--- src/rtl/sobel_window_fetch_pkg.sv ---
// Shared constants and state encoding for the Sobel 3x3 window fetcher.
// Used by the control unit, the datapath and the tap address generator so
// that image geometry and state encodings live in exactly one place.
package sobel_window_fetch_pkg;

  localparam int IMG_DIM = 128;  // square image edge in pixels
  localparam int PX_W    = 8;    // pixel width in bits
  localparam int COORD_W = 7;    // column/row coordinate width
  localparam int ADDR_W  = 14;   // ROM address {row, col}
  localparam int TAPS    = 9;    // 3x3 window
  localparam int IDX_W   = 4;    // tap index width (0..8)

  typedef enum logic [1:0] {
    S_IDLE  = 2'd0,
    S_FETCH = 2'd1,
    S_DRAIN = 2'd2
  } state_t;

endpackage

--- src/rtl/sobel_tap_addr_gen.sv ---
// Combinational tap-to-address generator for the 3x3 Sobel window.
// Tap k maps to row offset k/3-1 and column offset k%3-1 around the centre.
// A tap whose row or column falls at -1 or IMG_DIM is flagged out of bounds
// and its address forced to 0, so there is never any wrap-around.
//
// Ports:
//   i_cx, i_cy   centre column / row
//   i_tap_idx    tap index 0..8 (row-major)
//   o_addr       ROM address {row, col}, 0 when out of bounds
//   o_oob        tap lies outside the image
module sobel_tap_addr_gen
  import sobel_window_fetch_pkg::*;
#(
  parameter int IMG_DIM = sobel_window_fetch_pkg::IMG_DIM
) (
  input  logic [COORD_W-1:0] i_cx,
  input  logic [COORD_W-1:0] i_cy,
  input  logic [IDX_W-1:0]   i_tap_idx,
  output logic [ADDR_W-1:0]  o_addr,
  output logic               o_oob
);

  // Coordinates are carried as (coord + 1) in one extra bit, so -1 becomes 0
  // and IMG_DIM becomes IMG_DIM+1; both are easy equality tests.
  localparam logic [COORD_W:0] EDGE_P1 = (COORD_W+1)'(IMG_DIM + 1);

  logic [1:0]         w_dr;
  logic [1:0]         w_dc;
  logic [COORD_W:0]   w_row_p1;
  logic [COORD_W:0]   w_col_p1;
  logic [COORD_W-1:0] w_row;
  logic [COORD_W-1:0] w_col;
  logic               w_row_oob;
  logic               w_col_oob;

  always_comb begin
    w_dr = 2'd1;
    w_dc = 2'd1;
    case (i_tap_idx)
      4'd0: begin w_dr = 2'd0; w_dc = 2'd0; end
      4'd1: begin w_dr = 2'd0; w_dc = 2'd1; end
      4'd2: begin w_dr = 2'd0; w_dc = 2'd2; end
      4'd3: begin w_dr = 2'd1; w_dc = 2'd0; end
      4'd4: begin w_dr = 2'd1; w_dc = 2'd1; end
      4'd5: begin w_dr = 2'd1; w_dc = 2'd2; end
      4'd6: begin w_dr = 2'd2; w_dc = 2'd0; end
      4'd7: begin w_dr = 2'd2; w_dc = 2'd1; end
      4'd8: begin w_dr = 2'd2; w_dc = 2'd2; end
      default: begin w_dr = 2'd1; w_dc = 2'd1; end
    endcase
  end

  assign w_row_p1 = {1'b0, i_cy} + {{(COORD_W-1){1'b0}}, w_dr};
  assign w_col_p1 = {1'b0, i_cx} + {{(COORD_W-1){1'b0}}, w_dc};

  assign w_row_oob = (w_row_p1 == '0) || (w_row_p1 == EDGE_P1);
  assign w_col_oob = (w_col_p1 == '0) || (w_col_p1 == EDGE_P1);

  assign w_row = w_row_p1[COORD_W-1:0] - COORD_W'(1);
  assign w_col = w_col_p1[COORD_W-1:0] - COORD_W'(1);

  assign o_oob  = w_row_oob || w_col_oob;
  assign o_addr = o_oob ? '0 : {w_row, w_col};

endmodule

--- src/rtl/sobel_window_fetch.sv ---
// Sobel 3x3 window fetcher. On start (while idle) it latches the centre
// pixel, walks the nine taps row-major through an external one-cycle-latency
// ROM, and publishes the assembled window with a single-cycle win_valid
// pulse exactly 10 clocks after start was sampled.
//
// State table:
//   state   | meaning
//   S_IDLE  | waiting for start; window holds last result
//   S_FETCH | presenting tap addresses 0..8, one per clock
//   S_DRAIN | last ROM read in flight; p8 captured on exit
//
// Ports:
//   clk, rst          clock, async active-high reset
//   start             fetch request, sampled only in S_IDLE
//   px_x, px_y        centre column / row
//   rom_addr          ROM address {row, col}, 0 when idle or out of bounds
//   rom_data          ROM data, one cycle after the address is clocked in
//   busy              high in S_FETCH and S_DRAIN
//   win_valid         one-cycle pulse when window updates
//   window            p0..p8, pk on bits [8k+7:8k]
module sobel_window_fetch
  import sobel_window_fetch_pkg::*;
#(
  parameter int IMG_DIM = sobel_window_fetch_pkg::IMG_DIM,
  parameter int PX_W    = sobel_window_fetch_pkg::PX_W
) (
  input  logic                 clk,
  input  logic                 rst,
  input  logic                 start,
  input  logic [COORD_W-1:0]   px_x,
  input  logic [COORD_W-1:0]   px_y,
  output logic [ADDR_W-1:0]    rom_addr,
  input  logic [PX_W-1:0]      rom_data,
  output logic                 busy,
  output logic                 win_valid,
  output logic [TAPS*PX_W-1:0] window
);

  state_t r_state;
  state_t w_next;

  logic [COORD_W-1:0] r_cx;
  logic [COORD_W-1:0] r_cy;
  logic [IDX_W-1:0]   r_tap_idx;

  // Capture pipeline: index/oob of the address the ROM saw last edge.
  logic               r_cap_en;
  logic [IDX_W-1:0]   r_cap_idx;
  logic               r_cap_oob;

  // p0..p7; p8 goes straight into the window on the final capture.
  logic [TAPS-2:0][PX_W-1:0] r_slot;
  logic [TAPS*PX_W-1:0]      r_window;
  logic                      r_win_valid;

  logic [ADDR_W-1:0] w_tap_addr;
  logic              w_tap_oob;
  logic              w_accept;
  logic              w_last_tap;
  logic [PX_W-1:0]   w_cap_px;

  sobel_tap_addr_gen #(
    .IMG_DIM (IMG_DIM)
  ) u_tap_addr_gen (
    .i_cx      (r_cx),
    .i_cy      (r_cy),
    .i_tap_idx (r_tap_idx),
    .o_addr    (w_tap_addr),
    .o_oob     (w_tap_oob)
  );

  assign w_accept   = (r_state == S_IDLE) && start;
  assign w_last_tap = (r_tap_idx == IDX_W'(TAPS - 1));
  assign w_cap_px   = r_cap_oob ? '0 : rom_data;

  // State register
  always_ff @(posedge clk or posedge rst) begin
    if (rst) begin
      r_state <= S_IDLE;
    end else begin
      r_state <= w_next;
    end
  end

  // Next-state logic
  always_comb begin
    w_next = r_state;
    case (r_state)
      S_IDLE:  if (start) w_next = S_FETCH;
      S_FETCH: if (w_last_tap) w_next = S_DRAIN;
      S_DRAIN: w_next = S_IDLE;
      default: w_next = S_IDLE;
    endcase
  end

  // Outputs
  always_comb begin
    busy     = (r_state != S_IDLE);
    rom_addr = (r_state == S_FETCH) ? w_tap_addr : '0;
  end

  // Datapath
  always_ff @(posedge clk or posedge rst) begin
    if (rst) begin
      r_cx        <= '0;
      r_cy        <= '0;
      r_tap_idx   <= '0;
      r_cap_en    <= 1'b0;
      r_cap_idx   <= '0;
      r_cap_oob   <= 1'b0;
      r_slot      <= '0;
      r_window    <= '0;
      r_win_valid <= 1'b0;
    end else begin
      r_win_valid <= 1'b0;
      r_cap_en    <= (r_state == S_FETCH);
      r_cap_idx   <= r_tap_idx;
      r_cap_oob   <= w_tap_oob;

      if (w_accept) begin
        r_cx      <= px_x;
        r_cy      <= px_y;
        r_tap_idx <= '0;
      end else if (r_state == S_FETCH) begin
        r_tap_idx <= w_last_tap ? '0 : r_tap_idx + IDX_W'(1);
      end

      if (r_cap_en) begin
        if (r_cap_idx == IDX_W'(TAPS - 1)) begin
          r_window    <= {w_cap_px, r_slot};
          r_win_valid <= 1'b1;
        end else begin
          r_slot[r_cap_idx[2:0]] <= w_cap_px;
        end
      end
    end
  end

  assign window    = r_window;
  assign win_valid = r_win_valid;

endmodule

--- config.mk ---
export PLATFORM = sky130hd
export DESIGN_NAME = sobel_window_fetch
export DESIGN_NICKNAME = d
export VERILOG_FILES = /design/src/rtl/sobel_window_fetch_pkg.sv /design/src/rtl/sobel_tap_addr_gen.sv /design/src/rtl/sobel_window_fetch.sv
export SDC_FILE = /design/constraint.sdc
export NUM_CORES = 1
export LEC_CHECK = 0
export CAP_MARGIN = 20
export CORE_MARGIN = 5
export CORE_UTILIZATION = 30
export CTS_CLUSTER_DIAMETER = 100
export CTS_CLUSTER_SIZE = 25
export DETAILED_ROUTE_END_ITERATION = 8
export GPL_TIMING_DRIVEN = 0
export HOLD_SLACK_MARGIN = 0.08
export PLACE_DENSITY = 0.6
export SYNTH_ARGS = -nofsm -noshare
export SYNTH_HDL_FRONTEND = slang
export SYNTH_HIERARCHICAL = 1
export SYNTH_SLANG_ARGS = --single-unit
--- constraint.sdc ---
create_clock -name clk -period 13 [get_ports clk]
set_input_delay 2.6 -clock clk [delete_from_list [all_inputs] [get_ports clk]]
set_output_delay 2.6 -clock clk [all_outputs]
set_load 0.02 [all_outputs]
## Word-level counts from Yosys, hierarchy flattened

Memory sizes are Yosys's and may differ from the RTL's.
Cells that the tools add are included.

| word-level totals | value |
|---|---|
| word-level logic and storage cells | 60 |
| input port bits | 25 |
| output and inout bits | 88 |
| register bits after elaboration | 163 |
| memories | 1 |
| bits in read-only memories | 64 |

| cells by class | value |
|---|---|
| magnitude comparators | 2 |
| add/subtract/negate cells | 5 |
| mux-type cells | 14 |
| equality and inequality tests | 7 |
| reduce and logical (&&, ||, !) cells | 13 |
| bitwise logic cells | 1 |

Memories:

| memory | words | bits a word | rd ports | clocked after memory_dff | wr ports | line | RTL |
|---|---|---|---|---|---|---|---|
| (no name shown) | 16 | 4 | 1 | 0 | 0 | sobel_tap_addr_gen.sv:39 | `case (i_tap_idx)` |

Operators with widths:

| kind | count |
|---|---|
| $bwmux 64 | 1 |
| $mux 14 | 2 |
| $demux 8 s3 | 1 |
| $add 7x2->8 | 2 |
| $eq 8x8->1 const B | 2 |
| $logic_not 8->1 | 2 |
| $mux 8 | 2 |
| $sub 7x1->7 const B | 2 |
| $mux 4 | 3 |
| $eq 4x4->1 const B | 2 |
| $reduce_and 2->1 | 3 |
| $add 4x1->4 const B | 1 |
| $lt 3x4->1 const B | 1 |
| $mux 2 | 2 |
| $ne 2x2->1 const B | 2 |
| $pmux 2 s2 | 1 |
| $reduce_bool 2->1 | 2 |
| $ge 3x1->1 const B | 1 |
| $logic_or 1x1->1 | 3 |
| $eq 2x1->1 const B | 1 |
| $logic_and 1x1->1 | 2 |
| $logic_not 2->1 | 1 |
| $mux 1 | 2 |
| $not 1->1 | 1 |

## Longest topological paths before layout

Gate-level depths: netlist of run 1.
An unclocked memory read counts as a cell.

| depth | value |
|---|---|
| word-level depth | 7 |
| mapped depth | 16 |
| mapped depth without buffers | 14 |

## Modules after synthesis

The synthesis of run 1 kept the hierarchy.

By module, submodules not included:

| module | instances | cells each | area an instance (um2) |
|---|---|---|---|
| sobel_window_fetch | 1 | 458 | 6,480.0 |
| sobel_tap_addr_gen | 1 | 146 | 1,103.6 |

## Worst setup path after synthesis of run 1

Ideal clock, no wire load.

| path | value |
|---|---|
| path kind | register to output |
| from | reg r_tap_idx[0] |
| to | out rom_addr[0] |
| buffers on the path | 1 |
| setup slack | 7.364 ns |
| required time | 10.400 ns |
| arrival | 3.036 ns |
| cell stages (with the launch flop) | 15 |
| cell sequence | dfrtp_1 inv_1 ha_1 nand3b_1 o21a_1 ha_1 inv_1 fa_1 ha_1 a21oi_1 or3b_1 a221oi_4 buf_6 nor3_1 and2_1 |

| on the way | value |
|---|---|
| longest elaborated chain between the ends | 7 |
| elaborated cells between the ends (all ways) | 13 |
| classes of those cells | 3 x add/sub; 2 x eq/ne; 2 x mux; 5 x reduce/logical; 1 x memory |

Ends and longest elaborated chain:

| element | line | RTL |
|---|---|---|
| from (decl) | sobel_window_fetch.sv:44 | `logic [IDX_W-1:0] r_tap_idx;` |
| from (signal assigned) | sobel_window_fetch.sv:125 | `r_tap_idx <= w_last_tap ? '0 : r_tap_idx + IDX_W'(1);` |
| $mem_v2 16x4 (*) | n/a |  |
| branches (longest 4 deep; another with $add 7x2->8) | n/a |  |
| $mux 14 (*) | sobel_tap_addr_gen.sv:63 | `assign o_addr = o_oob ? '0 : {w_row, w_col};` |
| via w_tap_addr[0] | sobel_window_fetch.sv:56 | `logic [ADDR_W-1:0] w_tap_addr;` |
| $mux 14 (*) | sobel_window_fetch.sv:99 | `rom_addr = (r_state == S_FETCH) ? w_tap_addr : '0;` |
| to (decl) | sobel_window_fetch.sv:32 | `output logic [ADDR_W-1:0] rom_addr,` |

Mark *: on every way through the listed nets, which the timed path passes.

## Final worst setup path of run 1

| path | value |
|---|---|
| from | reg r_tap_idx[0] |
| to | out rom_addr[13] |

| on the way | value |
|---|---|
| longest elaborated chain between the ends | 7 |
| elaborated cells between the ends (all ways) | 13 |
| classes of those cells | 3 x add/sub; 2 x eq/ne; 2 x mux; 5 x reduce/logical; 1 x memory |

Ends and longest elaborated chain:

| element | line |
|---|---|
| $mem_v2 16x4 (*) | n/a |
| branches (longest 4 deep; another with $add 7x2->8) | n/a |
| $mux 14 (*) | sobel_tap_addr_gen.sv:63 |
| via w_tap_addr[13] | sobel_window_fetch.sv:56 |
| $mux 14 (*) | sobel_window_fetch.sv:99 |

Marks and branches as above.

==> metrics.md, run 1 <==
| Metric | Value |
|---|---|
| Number of max-slew violations in the final report | 0 |
| Number of buffers created by CTS | 17 |
| Number of flops mapped to enable cells by yosys | 0 |
| Sequential fraction of the synthesis area | 53.79% |
| Growth of design area from synthesis to finish | 29.04% |
| Synthesis warning total | 6 |
| WS Path Type | reg2out |
| Half-perimeter wire length after placement | 12020 um |
| Status | complete, no violations |
| Clock-pin slew on the worst setup and hold paths | approximately 0.060 ns |
| Fraction of synthesis flops using an asynchronous set or reset pin | 100.0% |
| Critical Path End Type | primary output |
| Standard-cell row count | 58 |
| # H-tree levels | 4 |
| Routed via count | between 4000 and 5000 |
| Slew @ Worst Pin | about 0.63 ns |
| Critical path peak fanout | 10 |
| Area of the die | between 20000 and 30000 um2 |
| Most common cell after layout, fill and taps aside | sky130_fd_sc_hd__dfrtp_1 |
| Synthesized instance count | 604 |
| Pin count of the biggest net entering global routing | ~110 |
| Gr ovfl total | 0 |
| Number of antenna violations at the first check in global routing | 0 |
| Most used flip-flop cell after synthesis | sky130_fd_sc_hd__dfrtp_1 |
| Die Ht | 169.0 um |
| Drc violations | 0 |
| Rel. slew slack | roughly 58% |
| Clock tree root buffer cell | sky130_fd_sc_hd__clkbuf_16 |
| Mapped Nets | 647 |
| WP data required | 10.40 ns |
| Area taken by multi-input logic gates | 3218 um2 |
| Setup Fix Bufs, Post-CTS | 0 |
| Max_cap viols | 0 |
| Routed length per instance | 15.77 um |
| Clock tree from TritonCTS | done |
| Total clock sinks | around 160 |
| F_max | roughly 0.14 GHz |
| Gpl congestion | 0.7604 |
| Vias per inst | between 4 and 5 |
| Total routed wirelength | 17020 um |
| Commonest cells after routing, fill and taps aside | sky130_fd_sc_hd__dfrtp_1 (163), sky130_fd_sc_hd__clkdlybuf4s50_1 (112), sky130_fd_sc_hd__mux2_4 (69) |
| Class of the worst hold path | reg2reg |
| Starting DRC count in detailed routing | 201 |
| Wire length of the first global-routing pass | 27680 um |
| Area used by sequential logic in the layout | ~4100 um2 |
| Cell variety after synth | 59 |
| Number of synthesized register bits | 163 |
| Share of post-route cells with drive strength above 1 | between 20% and 30% |
| PD cells | 316.7 nW/um2 |
| Netlist area before placement | 7584 um2 |
| Die W | 169.0 um |
| Number of optimization iterations in the first detailed-route pass | 6 |
| # nets final | 779 |
| Setup total negative slack | 0 ns |
| Unrepaired setup endpoints after global routing | no |
| Non-filler instance count after layout | 1079 |
| Hold-fix buffers, CTS | 0 |
| Worst-skew pair later-pin latency | about 0.42 ns |
| Effective utilization at floorplan | a little under a third |
| Core area | around 25000 um2 |
| Time the worst path needs with I/O delays and setup | 7.029 ns |
| Overall routing resource usage | roughly an eighth |
| ANT nets after route | 0 |
| Final clock period utilization by the worst path | between 50% and 60% |
| Final Setup Violations | 0 |
| Final Hold Viols | 0 |
| Peak supply drop | slightly below 0.0004 V |
| Post-cts sizing count | 0 |
| Maximum buffer depth of the clock tree | 2 |
| CP Data Arrival Time | 4.43 ns |
| Cell leakage power | roughly 4.5 nW |
| Antenna Diode Count | 0 |
| Fill cell total of the finished layout | 2404 |
| Number of primary I/O pins | roughly 110 |
| Launching element type of the critical path | flop |
| Final setup skew | 0.01108 ns |
| Number of global-route vias before repair | 5092 |
| Total placed cells including tap cells | roughly 1000 |
| Post-Synthesis Mean Instance Area | ~13 um2 |
| Total of buffers placed on input and output ports | 112 |
| Total power after layout | 3.099 mW |
[synth_stat cells, types with 2 or more instances]
library cell	instances	area [um2]
sky130_fd_sc_hd__clkbuf_1	12	45.04
sky130_fd_sc_hd__fa_1	2	40.04
sky130_fd_sc_hd__buf_2	3	15.01
sky130_fd_sc_hd__xor2_1	5	43.79
sky130_fd_sc_hd__nand2_1	66	247.7
sky130_fd_sc_hd__or2_2	4	25.02
sky130_fd_sc_hd__o22ai_1	2	12.51
sky130_fd_sc_hd__nand3_1	5	25.02
sky130_fd_sc_hd__nor3b_1	4	30.03
sky130_fd_sc_hd__nor2_1	6	22.52
sky130_fd_sc_hd__mux2_2	26	292.8
sky130_fd_sc_hd__dfrtp_1	163	4079
sky130_fd_sc_hd__ha_1	16	200.2
sky130_fd_sc_hd__nand3b_1	2	15.01
sky130_fd_sc_hd__mux2i_1	4	40.04
sky130_fd_sc_hd__mux2_4	69	1036
sky130_fd_sc_hd__and2_1	14	87.58
sky130_fd_sc_hd__a21oi_1	5	25.02
sky130_fd_sc_hd__buf_6	12	135.1
sky130_fd_sc_hd__inv_1	21	78.83
sky130_fd_sc_hd__a211oi_1	2	15.01
sky130_fd_sc_hd__nor2b_1	10	62.56
sky130_fd_sc_hd__a31oi_1	2	12.51
sky130_fd_sc_hd__o21ai_0	63	315.3
sky130_fd_sc_hd__o31ai_1	2	15.01
sky130_fd_sc_hd__o211ai_1	3	22.52
sky130_fd_sc_hd__nand4b_1	3	26.28
sky130_fd_sc_hd__nand2b_1	14	87.58
sky130_fd_sc_hd__nor3_1	14	70.07
sky130_fd_sc_hd__nand4_1	6	37.54
sky130_fd_sc_hd__o21a_1	4	30.03
sky130_fd_sc_hd__nand4bb_1	3	33.78
sky130_fd_sc_hd__a21o_1	3	22.52
sky130_fd_sc_hd__xnor2_1	9	78.83
[per-stage QoR]
step	util, %	hold slack, ns	cell area [um2]	setup WS, ns
floorplan	-	0.4460	7584	5.995
global route	39.09	0.5024	9786	5.698
global placement	36.42	0.4610	9117	3.615
CTS	39.09	0.4857	9786	5.960
finish	39.09	0.4805	9786	5.971
detailed placement	36.56	0.4707	9153	6.437
[cells by family (layout without fill, tap and decap cells)]
| group | after synthesis | after routing | synth area share (%) |
|---|---|---|---|
| compound gates | 98 | 98 | 7.754 |
| xor+xnor | 14 | 14 | 1.617 |
| fa+ha+maj | 18 | 18 | 3.168 |
| buf+inv | 50 | 195 | 3.778 |
| flops | 163 | 163 | 53.79 |
| mux | 99 | 99 | 18.05 |
| simple gates | 162 | 162 | 11.85 |
[where the power goes]
group	leakage [nW]	switching [mW]	total (mW)	internal (mW)
combinational	2.21	0.785	1.62	0.832
clock	0.308	0.224	0.539	0.315
sequential	1.97	0.183	0.942	0.759
total	4.49	1.19	3.10	1.91
[state kept, by name, summed over array words and instances, names as in the netlist]
register,cells
r_tap_idx,4
r_cx,7
r_cap_oob,1
r_slot,64
win_valid,1
r_cy,7
r_cap_idx,4
window,72
r_state,2
r_cap_en,1
[critical path, stage by stage (launching register included)]
cell,delay [ns]
sky130_fd_sc_hd__dfrtp_1,0.51
sky130_fd_sc_hd__inv_1,0.11
sky130_fd_sc_hd__ha_1,0.31
sky130_fd_sc_hd__a21oi_1,0.14
sky130_fd_sc_hd__o21a_1,0.14
sky130_fd_sc_hd__ha_1,0.18
sky130_fd_sc_hd__inv_1,0.06
sky130_fd_sc_hd__fa_1,0.34
sky130_fd_sc_hd__buf_2,0.18
sky130_fd_sc_hd__xor2_1,0.31
sky130_fd_sc_hd__o211a_1,0.26
sky130_fd_sc_hd__a32oi_1,0.07
sky130_fd_sc_hd__o21ai_1,0.45
sky130_fd_sc_hd__buf_6,0.21
sky130_fd_sc_hd__nor3_1,0.05
sky130_fd_sc_hd__and2_1,0.16
sky130_fd_sc_hd__clkdlybuf4s50_1,0.53
[path summary, 6_finish.rpt]
check	from	endpoint	slack, ns	depth (start not counted)
worst min register to register	r_slot[59]$_DFFE_PP0P_	r_slot[59]$_DFFE_PP0P_	0.48	2
max in group asynchronous	rst	r_slot[57]$_DFFE_PP0P_	9.54	3
worst min-delay path	r_slot[59]$_DFFE_PP0P_	r_slot[59]$_DFFE_PP0P_	0.48	2
worst max-delay path	r_tap_idx[0]$_DFFE_PP0P_	rom_addr[13]	5.97	16
min in group asynchronous	rst	r_cy[4]$_DFFE_PP0P_	2.58	2
worst max register to register	r_tap_idx[0]$_DFFE_PP0P_	r_cap_oob$_DFF_PP0_	9.67	13
[final cells by class]
cell class	instances	area share, %
clock inverter	14	1.982
inverter	21	0.8822
timing repair buffer	113	11.74
buffer	29	2.122
sequential	163	41.68
clock buffer	18	4.488
multi-input combinational	391	32.89
tap	330	4.219
[layer usage]
metal  vias to the layer above  GRT usage, %  wire length, um
met3                        18         2.826              697
met2                        98         19.61             8004
li1                       2360             -                -
met5                         -             0                0
met1                      2432         16.39             8072
met4                         0         3.430              242
Note: power is estimated with default switching activity, not from simulation.
==> run 2: changes to the inputs <==
==> constraint.sdc (replaced) <==
create_clock -name clk -period 7.3 [get_ports clk]
set_input_delay 1.46 -clock clk [delete_from_list [all_inputs] [get_ports clk]]
set_output_delay 1.46 -clock clk [all_outputs]
set_load 0.02 [all_outputs]
==> results of run 2 <==
Same layout as run 1 (identical final DEF). Status: complete, no violations.
Among the figures that moved: setup slack after placement 6.437 ns -> 1.877 ns; setup slack after layout 5.971 ns -> 1.411 ns; register-to-register setup slack 9.67 ns -> 3.97 ns; total power 3.099 mW -> 5.518 mW; worst IR drop on VDD 0.0003973 V -> 0.0007075 V
==> RTL change 1 (settings of run 1) <==
Register the output `rom_addr`, cleared by the reset; this adds one clock of latency there. The other outputs are not delayed to match.
--- a/src/rtl/sobel_window_fetch.sv
+++ b/src/rtl/sobel_window_fetch.sv
@@ -35,6 +35,8 @@
   output logic                 win_valid,
   output logic [TAPS*PX_W-1:0] window
 );
+
+  logic [ADDR_W-1:0] rom_addr_d;
 
   state_t r_state;
   state_t w_next;
@@ -96,7 +98,7 @@
   // Outputs
   always_comb begin
     busy     = (r_state != S_IDLE);
-    rom_addr = (r_state == S_FETCH) ? w_tap_addr : '0;
+    rom_addr_d = (r_state == S_FETCH) ? w_tap_addr : '0;
   end
 
   // Datapath
@@ -139,5 +141,13 @@
   assign window    = r_window;
   assign win_valid = r_win_valid;
 
+  always_ff @(posedge clk or posedge rst) begin
+    if (rst) begin
+      rom_addr <= '0;
+    end else begin
+      rom_addr <= rom_addr_d;
+    end
+  end
+
 endmodule
 
Check against the original RTL: not equivalent (a bounded check fails within 4 cycles, from zero or initial values and one cycle with rst high).
==> RTL change 1 against run 1 <==
Clock power rose by 5.0%. Sequential cell count increased by 14. Synthesized area increased by 4.7%. Final area grew 3.8%. Count of clock-buffer cells in the layout down 1. Power fell by 2.3%. Combinational power shrank 11%. Wire length is 5.4% higher. Clock skew shrank 0.0023 ns. Setup slack better by 2.7 ns. Final cell count is 1.6% higher. Largest cell class unchanged. Highest routed layer unchanged.
==> RTL change 1: results (changes against run 1) <==
drt pass-1 iters 4 (-2); fill count 2501 (+4.0%); share of cells above drive strength 1 20.9% (-0.33 points); global-route wire length before repair 29.4 mm (+6.2%); CP max FO 5 (-5); GRT Resource Usage Total 12.2% (+0.037 points); net count after synthesis 659 (+1.9%); Total Nets Final 791 (+1.5%); most frequent cells after synthesis dfrtp_1 (177), mux2_4 (69), nand2_1 (64), o21ai_0 (64), mux2_2 (26); largest cells by area after synthesis dfrtp_1 (56%), mux2_4 (13%), o21ai_0 (4.0%); Worst Path Arrival 1.70 ns (-2.73 ns); post-detail-place hpwl 12.4 mm (+2.9%); Via-to-Cell Ratio 4.50 (-1.2%); top_reg_cell synth dfrtp_1; maximum vdd ir drop 140 uV (-65%); measured slew at the worst slew-check pin 0.723 ns (+0.0963 ns); status finished clean; Initial DRC Count 228 (+13%); number of global-route vias before repair 5218 (+2.5%); routability cong. 0.819 (+7.7%); Leakage Power 4.66 nW (+3.7%); Layout Skew 0.00882 ns (-0.00226 ns); final wirelength 17.9 mm (+5.4%); largest net degree at the start of global routing 131 (+24%); Crit path largest cell delay 0.55 ns (+0.02 ns)
RTL change 1: cell count changes in the layout (fill, tap and decap cells not counted), sizes merged, moves of 2 or more:
cell	delta
inv	+2
clkinv	-3
nor3b	+2
nand2	-2
dfrtp	+14
RTL change 1: path summary, 6_finish.rpt:
kind,slack (ns),depth (start not counted),endpoint,start
max in group asynchronous,9.43,3,r_slot[58]$_DFFE_PP0P_,rst
max,8.70,2,busy,r_state[0]$_DFFE_PP0P_
max reg2reg,9.43,15,rom_addr[13]$_DFF_PP0_,r_tap_idx[0]$_DFFE_PP0P_
min in group asynchronous,2.57,2,r_cx[6]$_DFFE_PP0P_,rst
min,0.48,2,r_slot[56]$_DFFE_PP0P_,r_slot[56]$_DFFE_PP0P_
min reg2reg,0.48,2,r_slot[56]$_DFFE_PP0P_,r_slot[56]$_DFFE_PP0P_
RTL change 1: cell type report:
class	count	area, um^2	share of cell area, %
repair buffers	113	1150	11.3
flip-flops and latches	177	4430	43.6
inverters	19	78.8	0.776
clock inverters	15	218	2.14
well taps	335	419	4.13
plain buffers	29	208	2.05
multi-input cells	391	3230	31.8
clock buffers	17	425	4.19
RTL change 1: worst register-to-register path, stage by stage, from the launching register on:
cell and delay [ns]:
dfrtp_1 0.53, inv_1 0.12, ha_1 0.30, a21oi_1 0.14, o21a_1 0.12, ha_1 0.19
inv_1 0.07, fa_1 0.37, buf_2 0.18, xor2_1 0.36, o211a_1 0.26, a32oi_1 0.06
o21ai_1 0.35, buf_6 0.20, nor3_1 0.06, and2_1 0.15
RTL change 1: stage by stage:
stage               hold slack, ns  cells  utilization (%)  instance area (um^2)
detailed placement           0.471   1064             36.5                  9510
floorplan                    0.446    616                -                  7940
global route                 0.501   1096             39.0                 10200
global placement             0.462   1063             36.4                  9480
finish                       0.481   1096             39.0                 10200
CTS                          0.487   1096             39.0                 10200
RTL change 1: per-layer routing:
layer  up-vias  global-route usage (%)  wire, um  share of wire, %
met5         -                       0         0                 0
met4         0                    3.08       197               1.1
met3        18                    3.80      1030               5.8
met2       109                    19.0      8160                45
met1      2385                    16.5      8550                48
li1       2415                       -         -                 -
RTL change 1: cell families after synthesis:
logic type / Yosys count / share of synthesized area (%)
simple gates: 161 / 11.3
mux: 100 / 17.4
buf+inv: 48 / 3.52
compound gates: 98 / 7.41
flops: 177 / 55.8
fa+ha+maj: 18 / 3.03
xor+xnor: 14 / 1.54
RTL change 1: power breakdown:
group,switching (mW),leakage [nW],total [mW],internal [mW]
Sequential,0.195,2.14,1.02,0.830
Combinational,0.693,2.19,1.44,0.744
Clock,0.236,0.318,0.566,0.330
==> RTL change 2 (flow settings as in run 1) <==
Without the edit above. Change the package constant `PX_W` from 8 to 10.
--- a/src/rtl/sobel_window_fetch_pkg.sv
+++ b/src/rtl/sobel_window_fetch_pkg.sv
@@ -4,7 +4,7 @@
 package sobel_window_fetch_pkg;
 
   localparam int IMG_DIM = 128;  // square image edge in pixels
-  localparam int PX_W    = 8;    // pixel width in bits
+  localparam int PX_W    = 10;    // pixel width in bits
   localparam int COORD_W = 7;    // column/row coordinate width
   localparam int ADDR_W  = 14;   // ROM address {row, col}
   localparam int TAPS    = 9;    // 3x3 window
Interface: changed (resized rom_data and window); port bits go from 113 to 133. No check against the original RTL was run, so the function may have changed too.
==> RTL change 2 against run 1 <==
Power increased by 13%. Wire length rose by 21%. Sequential cell count rose by 34. Count of clock-buffer cells in the layout did not move. Final cell count rose by 16%. Synthesized area rose by 18%. Global-route usage grew 0.39 points. Setup slack better by 0.069 ns. Final area rose by 16%. Largest power group unchanged. Highest routed layer unchanged.
==> RTL change 2: results (changes against run 1) <==
drt pass-1 iters 5 (-1); Max Freq 144 MHz (+0.99%); register area share after synthesis 55.2% (+1.4 points); Hold WS 0.482 ns (+0.00114 ns); Via-to-Cell Ratio 4.46 (-2.0%); Post-Place Setup Slack 6.51 ns (+0.0717 ns); Post-Synth XOR/XNOR Area 1.37% (-0.24 points); WHS Endpoint r_slot[17]$_DFFE_PP0P_; hold_sp r_slot[17]$_DFFE_PP0P_; Placed Area 10800 um^2 (+18%); GRT Resource Usage Total 12.5% (+0.39 points); post-detail-place hpwl 14.4 mm (+20%); number of cell rows 63 (+8.6%); global-route wire length before repair 32.8 mm (+19%); status finished clean; number of global-route vias before repair 5718 (+12%); maximum vdd ir drop 262 uV (-34%); largest cells by area after synthesis dfrtp_1 (55%), mux2_4 (15%), o21ai_0 (4.3%); clk slew on worst S/H paths 0.08 ns (+0.02 ns); headroom to the max-slew limit 52.6% (-5.6 points); R2R Setup Slk 9.78 ns (+0.11 ns); net count after synthesis 744 (+15%); compound-gate portion of the synthesized area 7.37% (-0.39 points); Unique masters post-synth 58 (-1.7%); routability cong. 0.812 (+6.7%); Worst Path Arrival 4.36 ns (-0.07 ns); I/O Buffers 132 (+18%); most frequent cells after synthesis dfrtp_1 (197), mux2_4 (89), nand2_1 (80), o21ai_0 (77), mux2_2 (26); Total Nets Final 896 (+15%); Leakage Power 5.25 nW (+17%); Largest register FFs 90 (+25%); Clk Latency, worst-skew pair 0.44 ns (+0.02 ns); largest net degree at the start of global routing 101 (-4.7%)
## RTL change 2: cell count changes after synthesis
cell,run 1,this run
nand2b_1,14,16
clkbuf_2,1,0
nand2_1,66,80
dfrtp_1,163,197
buf_6,12,14
buf_2,3,2
o21ai_0,63,77
clkbuf_1,12,20
buf_4,1,2
mux2_4,69,89
nor2b_1,10,12
## RTL change 2: final cells by class
class                           instances  area (um^2)
Tap cell                              390          488
Buffer                                 38          258
Clock inverter                         14          179
Inverter                               21         86.3
Multi-Input combinational cell        443         3670
Fill cell                            2866        18100
Clock buffer                           18          439
Timing Repair Buffer                  133         1350
Sequential cell                       197         4930
## RTL change 2: per-layer routing
metal	share of wire [%]	up-vias	global-route usage (%)
li1	-	2717	-
met1	46	2742	16.4
met2	48	117	20.7
met3	5.4	13	3.57
met4	0.90	0	2.88
met5	0	-	0
## RTL change 2: cell families after synthesis
| family | after synthesis |
|---|---|
| flops | 197 |
| compound gates | 112 |
| fa+ha+maj | 18 |
| mux | 119 |
| buf+inv | 59 |
| simple gates | 180 |
| xor+xnor | 14 |
## RTL change 2: worst max path at each step
stage / start / end / cells after the start
final: r_tap_idx[0]$_DFFE_PP0P_ / rom_addr[13] / 16
after global routing: r_tap_idx[0]$_DFFE_PP0P_ / rom_addr[13] / 16
after CTS: r_tap_idx[0]$_DFFE_PP0P_ / rom_addr[3] / 15
after detailed placement: r_tap_idx[0]$_DFFE_PP0P_ / rom_addr[3] / 15
after global placement: rst / window[21]$_DFFE_PP0P_ / 2
after floorplan: rst / r_cap_en$_DFF_PP0_ / 1
## RTL change 2: power by group through the flow
stage | combinational (mW) | clock, mW | sequential [mW]
final | 1.82 | 0.539 | 1.13
after detailed placement | 1.83 | 0 | 1.15
after CTS | 1.85 | 0.556 | 1.14
after global placement | 1.81 | 0 | 1.14
after floorplan | 1.01 | 0 | 1.26
after global routing | 1.97 | 0.581 | 1.18
## RTL change 2: tightest hold or removal path, cell delays in order, from the launching register on
cell and delay, ns:
dfrtp_1 0.35, nand2_1 0.04, o21ai_0 0.06
